--- src/rtl/posit_round_pipe_pkg.sv ---
// Shared types and constants for the posit processing unit (PPU) rounding path.
// No ports. Exports:
//   PPU_N / PPU_ES  posit width and exponent field width
//   posit_body_t    magnitude body, sign excluded (N-1 bits)
//   posit_word_t    full signed posit word (N bits)
//   NAR_WORD, MAXPOS_BODY, MINPOS_BODY  special encodings
//   round_flags_t   round/sticky/special flags that accompany a body
package ppu_pkg;

  localparam int PPU_N  = 16;
  localparam int PPU_ES = 1;

  typedef logic [PPU_N-2:0] posit_body_t;
  typedef logic [PPU_N-1:0] posit_word_t;

  localparam posit_word_t NAR_WORD    = {1'b1, {(PPU_N-1){1'b0}}};
  localparam posit_body_t MAXPOS_BODY = '1;
  localparam posit_body_t MINPOS_BODY = posit_body_t'(1);

  typedef struct packed {
    logic round;
    logic sticky;
    logic is_zero;
    logic is_nar;
  } round_flags_t;

endpackage

--- src/rtl/posit_round_pipe_if.sv ---
// Valid/ready stream bundle for the posit rounding pipe.
// Upstream side : in_valid, in_ready, body_in, sign_in, round_bit, sticky_bit,
//                 is_zero, is_nar
// Downstream side: out_valid, out_ready, posit_out
// Modports: slave = the pipe itself, master = the block driving and draining it.
interface posit_round_pipe_if;
  import ppu_pkg::*;

  logic        in_valid;
  logic        in_ready;
  posit_body_t body_in;
  logic        sign_in;
  logic        round_bit;
  logic        sticky_bit;
  logic        is_zero;
  logic        is_nar;
  logic        out_valid;
  logic        out_ready;
  posit_word_t posit_out;

  modport slave (
    input  in_valid, body_in, sign_in, round_bit, sticky_bit, is_zero, is_nar,
    input  out_ready,
    output in_ready, out_valid, posit_out
  );

  modport master (
    output in_valid, body_in, sign_in, round_bit, sticky_bit, is_zero, is_nar,
    output out_ready,
    input  in_ready, out_valid, posit_out
  );

endinterface

--- src/rtl/posit_round_pipe_rne.sv ---
// Combinational round-to-nearest-even on a posit magnitude body.
// Ports:
//   body       in   truncated magnitude (regime|exp|frac)
//   round_bit  in   first discarded bit
//   sticky_bit in   OR of remaining discarded bits
//   is_zero    in   exact-zero result flag
//   mag        out  rounded magnitude, saturating at maxpos and floored at minpos
module round_nearest_even
  import ppu_pkg::*;
(
  input  posit_body_t body,
  input  logic        round_bit,
  input  logic        sticky_bit,
  input  logic        is_zero,
  output posit_body_t mag
);

  logic inc;

  always_comb begin
    inc = round_bit & (body[0] | sticky_bit);
    // Incrementing maxpos would carry into the NaR pattern.
    if (body == MAXPOS_BODY) inc = 1'b0;
    // A nonzero value whose body truncated to zero must not round to zero.
    if ((body == '0) && !is_zero) mag = MINPOS_BODY;
    else                          mag = body + posit_body_t'(inc);
  end

endmodule

--- src/rtl/posit_round_pipe.sv ---
// Final rounding/packing stage of the posit encoder.
// Two-stage valid/ready pipeline: S1 rounds the magnitude, S2 applies the
// sign and the zero/NaR overrides and drives the result word.
// Ports:
//   clk  in  clock
//   rst  in  asynchronous active-high reset, drops all in-flight beats
//   bus  slave modport of posit_round_pipe_if (input beat, output beat)
module posit_round_pipe
  import ppu_pkg::*;
(
  input  logic               clk,
  input  logic               rst,
  posit_round_pipe_if.slave  bus
);

  function automatic posit_word_t pack_word(input posit_body_t mag,
                                            input logic        sign,
                                            input logic        zero,
                                            input logic        nar);
    posit_word_t w;
    w = {1'b0, mag};
    if (sign) w = -w;
    if (nar)       w = NAR_WORD;
    else if (zero) w = '0;
    return w;
  endfunction

  round_flags_t in_flags;
  posit_body_t  rne_mag;

  logic         s1_v_q, s1_v_d;
  posit_body_t  s1_mag_q, s1_mag_d;
  logic         s1_sign_q, s1_sign_d;
  logic         s1_zero_q, s1_zero_d;
  logic         s1_nar_q, s1_nar_d;

  logic         s2_v_q, s2_v_d;
  posit_word_t  s2_word_q, s2_word_d;

  logic         s1_adv, s2_adv;

  assign in_flags = '{round:   bus.round_bit,
                      sticky:  bus.sticky_bit,
                      is_zero: bus.is_zero,
                      is_nar:  bus.is_nar};

  round_nearest_even u_rne (
    .body       (bus.body_in),
    .round_bit  (in_flags.round),
    .sticky_bit (in_flags.sticky),
    .is_zero    (in_flags.is_zero),
    .mag        (rne_mag)
  );

  assign s2_adv       = !s2_v_q || bus.out_ready;
  assign s1_adv       = !s1_v_q || s2_adv;
  assign bus.in_ready = s1_adv;

  // S1: register the rounded magnitude with its sign and special flags
  always_comb begin
    s1_v_d    = s1_v_q;
    s1_mag_d  = s1_mag_q;
    s1_sign_d = s1_sign_q;
    s1_zero_d = s1_zero_q;
    s1_nar_d  = s1_nar_q;
    if (s1_adv) begin
      s1_v_d    = bus.in_valid;
      s1_mag_d  = rne_mag;
      s1_sign_d = bus.sign_in;
      s1_zero_d = in_flags.is_zero;
      s1_nar_d  = in_flags.is_nar;
    end
  end

  // S2: signed, special-resolved result word
  always_comb begin
    s2_v_d    = s2_v_q;
    s2_word_d = s2_word_q;
    if (s2_adv) begin
      s2_v_d    = s1_v_q;
      s2_word_d = pack_word(s1_mag_q, s1_sign_q, s1_zero_q, s1_nar_q);
    end
  end

  always_ff @(posedge clk or posedge rst) begin
    if (rst) begin
      s1_v_q    <= 1'b0;
      s1_mag_q  <= '0;
      s1_sign_q <= 1'b0;
      s1_zero_q <= 1'b0;
      s1_nar_q  <= 1'b0;
      s2_v_q    <= 1'b0;
      s2_word_q <= '0;
    end else begin
      s1_v_q    <= s1_v_d;
      s1_mag_q  <= s1_mag_d;
      s1_sign_q <= s1_sign_d;
      s1_zero_q <= s1_zero_d;
      s1_nar_q  <= s1_nar_d;
      s2_v_q    <= s2_v_d;
      s2_word_q <= s2_word_d;
    end
  end

  assign bus.out_valid = s2_v_q;
  assign bus.posit_out = s2_word_q;

endmodule
--- src/flat_wrapper.sv ---
// flat-port wrapper written by rule: the top's interface ports become plain ports
module posit_round_pipe_flat import ppu_pkg::*;
  (clk, rst, bus_in_valid, bus_body_in, bus_sign_in, bus_round_bit, bus_sticky_bit, bus_is_zero, bus_is_nar, bus_out_ready, bus_in_ready, bus_out_valid, bus_posit_out);
  posit_round_pipe_if bus_i ();
  input  logic clk;
  input  logic rst;
  input wire logic [$bits(bus_i.in_valid)-1:0] bus_in_valid;
  input wire logic [$bits(bus_i.body_in)-1:0] bus_body_in;
  input wire logic [$bits(bus_i.sign_in)-1:0] bus_sign_in;
  input wire logic [$bits(bus_i.round_bit)-1:0] bus_round_bit;
  input wire logic [$bits(bus_i.sticky_bit)-1:0] bus_sticky_bit;
  input wire logic [$bits(bus_i.is_zero)-1:0] bus_is_zero;
  input wire logic [$bits(bus_i.is_nar)-1:0] bus_is_nar;
  input wire logic [$bits(bus_i.out_ready)-1:0] bus_out_ready;
  output wire logic [$bits(bus_i.in_ready)-1:0] bus_in_ready;
  output wire logic [$bits(bus_i.out_valid)-1:0] bus_out_valid;
  output wire logic [$bits(bus_i.posit_out)-1:0] bus_posit_out;
  assign bus_i.in_valid = bus_in_valid;
  assign bus_i.body_in = bus_body_in;
  assign bus_i.sign_in = bus_sign_in;
  assign bus_i.round_bit = bus_round_bit;
  assign bus_i.sticky_bit = bus_sticky_bit;
  assign bus_i.is_zero = bus_is_zero;
  assign bus_i.is_nar = bus_is_nar;
  assign bus_i.out_ready = bus_out_ready;
  assign bus_in_ready = bus_i.in_ready;
  assign bus_out_valid = bus_i.out_valid;
  assign bus_posit_out = bus_i.posit_out;
  posit_round_pipe u_core (.clk(clk), .rst(rst), .bus(bus_i));
endmodule
--- config.mk ---
export PLATFORM = sky130hd
export DESIGN_NAME = posit_round_pipe_flat
export DESIGN_NICKNAME = d
export VERILOG_FILES = /design/src/rtl/posit_round_pipe_pkg.sv /design/src/rtl/posit_round_pipe_if.sv /design/src/rtl/posit_round_pipe_rne.sv /design/src/rtl/posit_round_pipe.sv /design/src/flat_wrapper.sv
export SDC_FILE = /design/constraint.sdc
export NUM_CORES = 1
export LEC_CHECK = 0
export ABC_AREA = 1
export CORE_MARGIN = 2
export CORE_UTILIZATION = 52
export CTS_CLUSTER_DIAMETER = 50
export DETAILED_ROUTE_END_ITERATION = 6
export MAX_ROUTING_LAYER = met4
export PLACE_DENSITY_LB_ADDON = 0.05
export SLEW_MARGIN = 20
export SYNTH_ARGS = -nofsm -noshare
export SYNTH_HDL_FRONTEND = slang
export SYNTH_SLANG_ARGS = --single-unit
export TNS_END_PERCENT = 20
--- constraint.sdc ---
create_clock -name clk -period 1.91 [get_ports clk]
set_clock_uncertainty 0.05 [all_clocks]
set_input_delay 0.382 -clock clk [delete_from_list [all_inputs] [get_ports clk]]
set_output_delay 0.382 -clock clk [all_outputs]
set_load 0.05 [all_outputs]
# Yosys cells after proc, flatten, opt, wreduce, memory -nomap -nowiden

Cells that the tools add are included.

Add/sub/neg operators: 2
Multipliers: 0
Div/mod/pow operators: 0
Order comparisons: 0
Eq/ne operators: 1
Shift-type cells: 0
Muxes and demuxes: 5
Bitwise operators: 2
Reductions and logical operators: 7

Operators by type and width:

| kind                   | count |
|---|---|
| $mux W16               | 3 |
| $neg A15 Y16           | 1 |
| $add A15 B1 Y15        | 1 |
| $eq A15 B15 Y1 const B | 1 |
| $logic_not A15 Y1      | 1 |
| $mux W15               | 1 |
| $logic_not A1 Y1       | 3 |
| $logic_or A1 B1 Y1     | 2 |
| $and A1 B1 Y1          | 1 |
| $logic_and A1 B1 Y1    | 1 |
| $mux W1                | 1 |
| $or A1 B1 Y1           | 1 |

Register bits: 36
Bits in latches: 0
Bits in writable memories: 0
Bits in read-only memories: 0
Input port bits: 24
Output and inout port bits: 18
Memories: 0

# Longest topological paths before layout

Gate-level depths: netlist (run 1).

Depth after elaboration: 5
Mapped depth: 11
Depth with buffers taken out: 11

# Hierarchy

Synthesis (run 1) repeated with hierarchy kept, for this count alone.

Cells, all modules: 312
Area total of the unflattened synthesis: 2252.2 µm²

Modules (own cells, without submodules):

| module             | times used | cells each | area an instance (µm²) |
|---|---|---|---|
| posit_round_pipe   | 1          | 212        | 1742.9 |
| round_nearest_even | 1          | 100        | 509.2 |

# Worst setup path before layout (run 1)

No wires, ideal clock.

Path kind: input to register
Start: input port bus_body_in[6]
End: register u_core.s1_mag_q[8]
Data arrival time: 1.635 ns
Data required time: 1.732 ns
Slack: 0.097 ns
Stages: 10
Cells stage by stage: nand4_1 -> nor2_1 -> a41oi_1 -> ha_1 -> ha_1 -> nand3_1 -> inv_1 -> nand2_1 -> xor2_1 -> o21ai_0

Longest elaborated chain between the ends: 4
Elaborated cells between the ends (all ways): 6
Those cells by class: 1 x add/sub; 1 x eq/ne; 2 x mux; 2 x reduce/logical

RTL lines:

| what                 | RTL line                   | RTL |
|---|---|---|
| from (decl)          | flat_wrapper.sv:8          | `input wire logic [$bits(bus_i.body_in)-1:0] bus_body_in;` |
| $eq A15 B15 Y1       | posit_round_pipe_rne.sv:23 | `if (body == MAXPOS_BODY) inc = 1'b0;` |
| $mux W1              | posit_round_pipe_rne.sv:23 |  |
| $add A15 B1 Y15      | posit_round_pipe_rne.sv:26 | `else mag = body + posit_body_t'(inc);` |
| $mux W15 (*)         | posit_round_pipe_rne.sv:25 | `if ((body == '0) && !is_zero) mag = MINPOS_BODY;` |
| to (signal assigned) | posit_round_pipe.sv:96     | `s1_mag_q <= s1_mag_d;` |
| to (decl)            | posit_round_pipe.sv:32     | `posit_body_t s1_mag_q, s1_mag_d;` |

Every way passes the cells marked *; elsewhere a longest branch is shown, timed or not.
A chain may end at the register's enable or synchronous reset.

# Worst setup path in the final report (run 1)

Start: input port bus_out_ready
End: output port bus_in_ready

Longest elaborated chain between the ends: 2

RTL lines:

| what               | RTL line               | RTL |
|---|---|---|
| from (decl)        | flat_wrapper.sv:14     | `input wire logic [$bits(bus_i.out_ready)-1:0] bus_out_ready;` |
| $logic_or A1 B1 Y1 | posit_round_pipe.sv:55 | `assign s2_adv = !s2_v_q \|\| bus.out_ready;` |
| $logic_or A1 B1 Y1 | posit_round_pipe.sv:56 | `assign s1_adv = !s1_v_q \|\| s2_adv;` |
| to (decl)          | flat_wrapper.sv:15     | `output wire logic [$bits(bus_i.in_ready)-1:0] bus_in_ready;` |

No other way between the ends.

==> results of run 1 <==
## power by group through the flow
| stage | combinational [W] | sequential (W) | clock (W) |
|---|---|---|---|
| after CTS | 0.000776 | 0.000923 | 0.000587 |
| after global routing | 0.000848 | 0.000936 | 0.000628 |
| after global placement | 0.000751 | 0.000931 | 0 |
| after detailed placement | 0.000766 | 0.000937 | 0 |
| final | 0.000777 | 0.000923 | 0.000578 |
| after floorplan | 0.000321 | 0.00111 | 0 |
## stage by stage
stage	utilization (%)	hold WS [ns]
floorplan	-	0.4038
global placement	70.68	0.4059
detailed placement	70.68	0.4165
CTS	75.36	0.4349
global route	75.98	0.4553
finish	75.98	0.4269
## critical path, stage by stage
cell and delay [ns]:
clkdlybuf4s50_1 0.45, nor2_4 0.14, inv_2 0.08, nor2_4 0.10, inv_2 0.06, buf_4 0.18
## Yosys cell counts (2+ instances only)
master / count
a21oi_1: 4
nand2_1: 84
o21ai_0: 21
buf_6: 2
nand4_1: 11
nor3_1: 9
buf_2: 2
o21ai_2: 7
nor2_1: 28
nand3_2: 4
nor2_4: 2
dfrtp_1: 36
o21ai_1: 4
inv_2: 2
inv_1: 42
xor2_1: 5
nand3_1: 25
ha_1: 3
## registers in the layout (all words and copies together) (netlist names)
| name | cells |
|---|---|
| u_core.s1_v_q | 1 |
| u_core.s1_sign_q | 1 |
| u_core.bus.posit_out | 16 |
| u_core.s1_mag_q | 15 |
| u_core.bus.out_valid | 1 |
| u_core.s1_nar_q | 1 |
| u_core.s1_zero_q | 1 |
## cell families after synthesis
kind of cell / synth area share (%)
and+or+nand+nor: 34.89
buffers and inverters: 9.366
AOI/OAI and AO/OA: 11.33
DFF: 40.38
xor gates and xnor gates: 2.356
adders and majority gates: 1.683
## area by class of cell
| type | count | share of cell area (%) |
|---|---|---|
| tap | 50 | 2.029 |
| inverter | 44 | 5.357 |
| timing repair buffer | 80 | 21.67 |
| clock buffer | 7 | 3.125 |
| multi-input combinational | 218 | 38.60 |
| sequential | 36 | 29.22 |
## per-layer routing
layer,part of all wire [%],GRT usage [%],vias up
met4,2.3,8.715,0
met1,43,30.63,990
met2,50,43.59,69
met3,4.8,4.506,17
li1,-,-,1143
met5,0,-,-
## path summary, 6_finish.rpt
path / slack [ns] / cells after the start / end
worst max-delay path: 0.09 / 6 / bus_in_ready
worst min-delay path: 0.43 / 2 / u_core.bus.posit_out[11]$_DFFE_PP0P_
worst max register to register: 0.31 / 7 / u_core.bus.posit_out[14]$_DFFE_PP0P_
worst min register to register: 0.43 / 2 / u_core.bus.posit_out[11]$_DFFE_PP0P_
max in group asynchronous: 1.05 / 3 / u_core.s1_mag_q[3]$_DFFE_PP0P_
min in group asynchronous: 0.44 / 3 / u_core.bus.posit_out[4]$_DFFE_PP0P_
## timing repair
| item | 4_1_cts | 5_1_grt |
|---|---|---|
| setup buffers | 6 | 1 |
| pin swaps | 10 | 5 |
| setup endpoints to repair | 12 | 6 |
| gates resized for setup | 37 | 6 |
==> impl_results.md, run 1 <==
- Actual slew at the worst max-slew pin: 0.4503 ns
- Combinational Power Share: 34.1%
- Antenna Violating Nets Remaining: 0
- Die footprint: 0.004830 mm²
- Latest clock arrival within the worst-skew pair: 0.29 ns
- Final setup margin: 0.08756 ns
- Final hold vios: 0
- Mapped cell area: 0.002231 mm²
- Initial antenna violation count: 0
- Post-Place Cell Area: 0.002868 mm²
- WP data required: 1.48 ns
- YS warnings: 0
- Clock sink count: 36
- Global placement routability congestion: 0.8897
- Critical path class: input port to primary output
- Vias/cell: 5.101
- Vias in the first global route: 2190
- Inserted Diodes: 0
- Layout Area Growth over Synthesis: 38.19%
- Initial core utilization: 54.98%
- Most common cell after layout, fill and taps aside: nand2_1
- HPWL Detailed: 4379 µm
- Num CTS Buffers: 5
- Worst EP arrival: 1.39 ns
- Net Switching: 0.0008245 W
- VDD IR max: 0.0003637 V
- Synth Instances: 304
- Sw frac: 36.20%
- Area of the multi-input gates: 0.001190 mm²
- Register area: 900.9 µm²
- Worst setup path start: bus_out_ready
- Root buffer cell: clkbuf_8
- Port Buffer Count: 41
- Clock power share: 25.4%
- Nets: 412
- CTS tree: built
- I/O pin cnt: 42
- Largest net degree at the start of global routing: 37
- Most frequently used flop master after synthesis: dfrtp_1
- Post-synth EDFFs: 0
- Pre-CTS setup slack: -0.5081 ns
- First-pass GRT wire length: 9715 µm
- Distinct cells, synth: 31
- Min Clock Period, post-route: 1.822 ns
- Syn_nets: 331
- Die H: 69.50 µm
- Cell Rows: 23
- Worst hold path class: flip-flop to flip-flop
- Clk slew on worst S/H paths: 0.06 ns
- Fin. max-slew vios: 0
- Status: completed
- Iteration-0 DRC count of the detailed router: 143
- Crit Path Max Fanout: 3
- Commonest non-fill, non-tap cells in the layout: nand2_1 (79), buf_4 (55), inv_1 (38)
- Filler cell count: 324
- Final TNS setup: 0 ns
- Total power: 0.002278 W
- Die Span X: 69.50 µm
- Largest cells by area after synthesis: dfrtp_1 (40%), nand2_1 (14%), inv_1 (7.1%), nand3_1 (5.6%), nor2_1 (4.7%)
- Sequential Power Share: 40.5%
- WL final: 5551 µm
- CP endpoint kind: primary output
- Min-delay src: u_core.bus.posit_out[11]$_DFFE_PP0P_
- Core area: 0.004058 mm²
- CTS Buffer Depth: 2
- All-Layer GR Usage: 25.59%
- Part of the Yosys area used for sequential elements: 40.38%
- Average size of a mapped cell: 7.338 µm²
- Internal Power: 0.001453 W
- Cells after DPL: 421
- Final setup fails: 0
- Yosys reg bits: 36
- Reg-to-Reg Start: u_core.s1_mag_q[0]$_DFFE_PP0P_
- Layout Cell Area excl Fill: 0.003083 mm²
- Layout cells sized above 1: 27.27%
- CP startpoint kind: input port
- Hold-fix buffers at CTS: 0
- Ratio of final minimum period to clock period: 95.42%
- Final non-filler cell total: 435
- Drt pass-1 iters: 4
- Power density over cell area: 738.8 mW/mm²
- Routed wire per std cell: 12.76 µm
- DR vias: 2219
- Post-synth top area share: 40.38%
- Maxcap violations: 0
- Maximum clock frequency: 548.7 MHz
- Synth area leader: dfrtp_1
- Grt ovf: 0
- Htree depth: 2
- Async set-reset flop share out of synthesis: 100.0%
- Leakage: 1.594 nW
- Slew headroom: 69.98%
- DRC errors left: 0
- RSZ-0062 raised after global routing: no
Power figures use the tool's default switching activity.
==> run 2: changes to the inputs <==
Settings changed: ABC_AREA 1 to 0, CORE_MARGIN 2 to not set, CORE_UTILIZATION 52 to 51, TNS_END_PERCENT 20 to not set.
==> run 2 against run 1 <==
Global-route usage fell by 0.070 points. Register-to-register slack got worse by 0.25 ns. Critical path depth fell by 2. Cell area fell by 7.8%. Count of clock-buffer cells in the layout fell by 1. Hold slack got worse by 0.013 ns. Non-clock buffer count fell by 8. Die area fell by 14%. Sequential power rose by 2%. Largest power group unchanged. Highest routed layer unchanged.
==> impl_results.md, run 2 <==
- Final setup fails: 0 (unchanged)
- Synth Area in Simple Gates: 22.20% (-13 points)
- Status: completed
- Largest cells by area after synthesis: dfrtp_1 (45%), nand2_1 (7.5%), o21ai_0 (7.3%), xor2_1 (6.2%), xnor2_1 (5.3%)
- WL final: 4640 µm (-16%)
- Actual slew at the worst max-slew pin: 0.4266 ns (-0.02370 ns)
- Cell Rows: 22 (-4.3%)
- Final setup margin: 0.05877 ns (-0.02878 ns)
- CTS tree: built
- Yosys reg bits: 36 (unchanged)
- Syn_nets: 244 (-26%)
- Maxcap violations: 0 (unchanged)
- Min Clock Period, post-route: 1.851 ns (+0.02878 ns)
- Crit Path Max Fanout: 5 (+2)
- Clock sink count: 36 (unchanged)
- Die H: 64.46 µm (-7.3%)
- Busiest grt layer: met2
- Initial core utilization: 53.93% (-1.0 points)
- First-pass GRT wire length: 7838 µm (-19%)
- Max reg flops: 16 (unchanged)
- Pre-CTS setup slack: -0.3431 ns (+0.1650 ns)
- RSZ-0062 raised after global routing: no
- Fin. max-slew vios: 0 (unchanged)
- DRC errors left: 0 (unchanged)
- Global placement routability congestion: 0.8614 (-3.2%)
- All-Layer GR Usage: 25.52% (-0.070 points)
- Crit path buffers/inverters: 0 (-4)
- Post-synth top area share: 45.28% (+4.9 points)
- CP endpoint kind: flip-flop
- Drt pass-1 iters: 4 (unchanged)
- Met1 GRT Util: 30.06% (-0.57 points)
- Multiplexer share of the synthesized area: 0.5031% (+0.50 points)
- Htree depth: 2 (unchanged)
- Latest clock arrival within the worst-skew pair: 0.28 ns (about the same)
- Synth Area in Compound Gates: 14.91% (+3.6 points)
- CTS Buffer Depth: 2 (unchanged)
- Root buffer cell: clkbuf_8
- I/O pin cnt: 42 (unchanged)
- Core area: 0.003689 mm² (-9.1%)
- Flop-to-flop setup slack: 0.06 ns (-0.25 ns)
- Maximum clock frequency: 540.2 MHz (-1.6%)
- CP delay by family, top: simple AND/OR/NAND/NOR gates
- Die footprint: 0.004154 mm² (-14%)
- Crit-path cells: or4_4 > o41ai_4 > xor2_1 > o21ai_1
- Distinct cells, synth: 35 (+13%)
- Most common cell after layout, fill and taps aside: buf_4
- Ratio of final minimum period to clock period: 96.92% (+1.5 points)
- YS warnings: 0 (unchanged)
- Layout Cell Area excl Fill: 0.002844 mm² (-7.8%)
- Most frequently used flop master after synthesis: dfrtp_1
- Iteration-0 DRC count of the detailed router: 92 (-36%)
- Synth area leader: dfrtp_1
- Mapped cell area: 0.001989 mm² (-11%)
- Met2 Use GR: 44.21% (+0.62 points)
- Vias/cell: 5.420 (+6.3%)
- Critical path class: flip-flop to flip-flop
- Max incr delay on CP: 0.60 ns (+0.15 ns)
- Slew headroom: 71.56% (+1.6 points)
- Combinational family with the most area after synthesis: simple AND/OR/NAND/NOR gates
- Synth Instances: 217 (-29%)
- Async set-reset flop share out of synthesis: 100.0% (unchanged)
- Post-Place Cell Area: 0.002639 mm² (-8.0%)
- Die Span X: 64.46 µm (-7.3%)
- Average size of a mapped cell: 9.168 µm² (+25%)
- Final hold vios: 0 (unchanged)
- Initial antenna violation count: 0 (unchanged)
- Total power: 0.002302 W (+1.1%)
- Slowest-stage cell, CP: or4_4
- Xor/xnor cell area share of the yosys netlist: 11.45% (+9.1 points)
- DR vias: 1805 (-19%)
- Cells after DPL: 323 (-23%)
- Leakage: 1.345 nW (-16%)
- Nets: 311 (-25%)
- Grt ovf: 0 (unchanged)
- Worst hold path class: flip-flop to flip-flop
- Antenna Violating Nets Remaining: 0 (unchanged)
- Final TNS setup: 0 ns (unchanged)
- Layout cells sized above 1: 26.32% (-0.96 points)
- Num CTS Buffers: 5 (unchanged)
- CP startpoint kind: flip-flop
- VDD IR max: 0.0003824 V (+5.2%)
- Adder-Cell Fraction of Synth Area: 1.887% (+0.20 points)
- Post-synth EDFFs: 0 (unchanged)
- Inserted Diodes: 0 (unchanged)
- Vias in the first global route: 1675 (-24%)
- Commonest non-fill, non-tap cells in the layout: buf_4 (48), nand2_1 (39), dfrtp_1 (35)
- HPWL Detailed: 3517 µm (-20%)
- Largest net degree at the start of global routing: 37 (unchanged)
- Final non-filler cell total: 333 (-23%)
- Routed wire per std cell: 13.93 µm (+9.2%)
- M3 GR Usage: 3.873% (-0.63 points)
- Part of the Yosys area used for sequential elements: 45.28% (+4.9 points)
- Clk slew on worst S/H paths: 0.07 ns (about the same)
- Most frequent cell after synthesis: nand2_1
- Power density over cell area: 809.4 mW/mm² (+9.6%)
- Layout Area Growth over Synthesis: 42.96%
- WP data required: 2.02 ns (+0.54 ns)
- Port Buffer Count: 41 (unchanged)
- Post-synth top cells: nand2_1 (40), dfrtp_1 (36), o21ai_0 (29)
- Worst EP arrival: 1.96 ns (+0.57 ns)
==> run 2: through the flow <==
step	hold slack, ns	util (%)
2_1_floorplan	0.3801	-
5_1_grt	0.4462	77.10
6_report	0.4142	77.10
4_1_cts	0.4191	75.34
3_3_place_gp	0.3870	71.54
3_5_place_dp	0.3982	71.54
==> run 2: worst paths after layout <==
kind                       depth (start not counted)                              endpoint                            from
setup / recovery                                   4  u_core.bus.posit_out[13]$_DFFE_PP0P_  u_core.s1_mag_q[8]$_DFFE_PP0P_
max in group asynchronous                          3      u_core.bus.out_valid$_DFFE_PP0P_                             rst
setup reg to reg                                   4  u_core.bus.posit_out[13]$_DFFE_PP0P_  u_core.s1_mag_q[8]$_DFFE_PP0P_
hold reg to reg                                    1      u_core.bus.out_valid$_DFFE_PP0P_       u_core.s1_v_q$_DFFE_PP0P_
hold / removal                                     1      u_core.bus.out_valid$_DFFE_PP0P_       u_core.s1_v_q$_DFFE_PP0P_
min in group asynchronous                          3   u_core.bus.posit_out[8]$_DFFE_PP0P_                             rst
==> run 2: layout make-up <==
| class | count | area, µm² |
|---|---|---|
| clock inverter | 2 | 35.03 |
| tap | 48 | 60.06 |
| sequential | 36 | 902.1 |
| inverter | 5 | 20.02 |
| multi-input combinational | 164 | 1106 |
| clock buffer | 6 | 72.57 |
| fill | 293 | 844.6 |
| timing repair buffer | 72 | 648.1 |
==> run 2: repair_timing <==
action / 4_1_cts / 5_1_grt
setup endpoints to repair: 7 / 16
gates resized for setup: 6 / 19
hold buffers: 0 / 0
pin swaps: 5 / 10
setup buffers: 1 / 1
==> run 2: kinds of logic after synthesis <==
logic type | after synthesis
XOR/XNOR | 26
buffers and inverters | 17
AND/OR/NAND/NOR | 88
AO/OA/AOI/OAI | 46
multiplexers | 1
adder cells (fa/ha/maj) | 3
flip-flops | 36
==> run 2: routing by layer <==
| metal | part of all wire [%] | wire length (µm) |
|---|---|---|
| met1 | 43 | 1979 |
| met2 | 51 | 2383 |
| met3 | 3.6 | 169 |
| met4 | 2.3 | 107 |
| met5 | 0 | 0 |
==> run 2: where the power goes <==
group	switching [W]	internal (W)
registers	0.0000826	0.000858
logic	0.000438	0.000284
clock network	0.000251	0.000387
==> patch (settings of run 2) <==
The package constant `PPU_N` goes from 16 to 8.
--- a/src/rtl/posit_round_pipe_pkg.sv
+++ b/src/rtl/posit_round_pipe_pkg.sv
@@ -7,7 +7,7 @@
 //   round_flags_t   round/sticky/special flags that accompany a body
 package ppu_pkg;
 
-  localparam int PPU_N  = 16;
+  localparam int PPU_N  = 8;
   localparam int PPU_ES = 1;
 
   typedef logic [PPU_N-2:0] posit_body_t;
Interface: changed (resized bus_body_in and bus_posit_out); port bits go from 42 to 26. The function was not compared with the original's and may differ.
==> patch against run 2 <==
Synthesized area shrank 49%; global-route usage down 3.3 points; count of clock-buffer cells in the layout down 3; register-to-register slack improved by 0.20 ns; worst hold slack worse by 0.055 ns; clock power down 71%; power shrank 55%; sequential cell count shrank 16; combinational power fell by 54%; final area decreased by 52%; wire length is 56% lower; worst setup slack lost 0.043 ns; maximum frequency decreased by 2.3%; critical path type is now input port to flop; largest cell class is now sequential cells; highest routed layer unchanged.
==> patch: results (changes against run 2) <==
* Status: finished, final reports clean
* Sequential fraction of the synthesis area at 49.57% (+4.3 points)
* Crit-path leading delay family: buffers and inverters
* Initial DRC count at 16 (-83%)
* Hpwl dp at 1612 µm (-54%)
* Proportion of layout cells with a drive suffix above 1 at 24.46% (-1.9 points)
* Critical path's slowest cell: clkdlybuf4s50_1
* Syn avg cell area at 9.899 µm² (+8.0%)
* H-tree level count at 1 (-1)
* # resized after CTS at 0 (-6)
* Pre-CTS setup slack at -0.2975 ns (+0.04559 ns)
* Ranking of synthesized cells by area: dfrtp_1 (50%), xor2_1 (6.1%), o21ai_0 (5.0%)
* First-pass GRT wire length at 3222 µm (-59%)
* Post-CTS setup buffers at 0 (-1)
* Crit-path max FO at 3 (-2)
* Root Driver: clkbuf_4
* Hold Path Class: input port to async pin
* Synth Net Count at 121 (-50%)
* Finished Layout Cells at 164 (-51%)
* Port Buf Inserts at 25 (-39%)
* CTS clk-pin slew, worst paths at 0.10 ns (+0.03 ns)
* Largest net degree at the start of global routing at 21 (-43%)
* Via count at 866 (-52%)
* Leakage dissipation at 0.6067 nW (-55%)
* CTS buffer count at 3 (-2)
* DP Area at 0.001345 mm² (-49%)
* Final GP Congestion at 0.7988 (-7.3%)
* Distinct cells, synth at 24 (-31%)
* DRT Wirelength at 2043 µm (-56%)
* Gr usage total at 22.26% (-3.3 points)
patch: cell families after synthesis:
family | synth area share (%)
buffers and inverters | 2.230
AO/OA/AOI/OAI | 12.64
multiplexers | 5.328
adder cells (fa/ha/maj) | 3.718
flip-flops | 49.57
XOR/XNOR | 8.675
AND/OR/NAND/NOR | 17.84
patch: final cells by class:
cell class              count  area [µm²]  share of cell area [%]
clock buffers               3       22.52                   1.638
inverters                   3       11.26                  0.8189
multi-input cells          76       494.2                   35.94
flip-flops and latches     20       500.5                   36.40
well taps                  25       31.28                   2.275
repair buffers             37       315.3                   22.93
patch: worst register-to-register path, cell delays in order (launching register included):
cell and delay, ns:
dfrtp_1 0.46, or3_4 0.40, or3_1 0.33, o311ai_2 0.22, nand2_1 0.07
patch: per-layer routing:
layer	vias up	wire length, µm	GRT usage [%]
met1	396	852	22.93
met4	0	22	7.059
met2	35	1059	41.94
met5	-	0	-
li1	431	-	-
met3	4	109	3.529
patch: worst paths after layout:
kind	from	endpoint	slack (ns)	cells after the start
setup / recovery	bus_body_in[4]	u_core.s1_mag_q[4]$_DFFE_PP0P_	0.02	8
hold / removal	rst	u_core.bus.posit_out[7]$_DFFE_PP0P_	0.36	3
setup reg to reg	u_core.s1_mag_q[2]$_DFFE_PP0P_	u_core.bus.posit_out[7]$_DFFE_PP0P_	0.26	4
hold reg to reg	u_core.bus.posit_out[0]$_DFFE_PP0P_	u_core.bus.posit_out[0]$_DFFE_PP0P_	0.44	2
max in group asynchronous	rst	u_core.bus.posit_out[0]$_DFFE_PP0P_	1.24	3
min in group clk	u_core.bus.posit_out[0]$_DFFE_PP0P_	u_core.bus.posit_out[0]$_DFFE_PP0P_	0.44	2
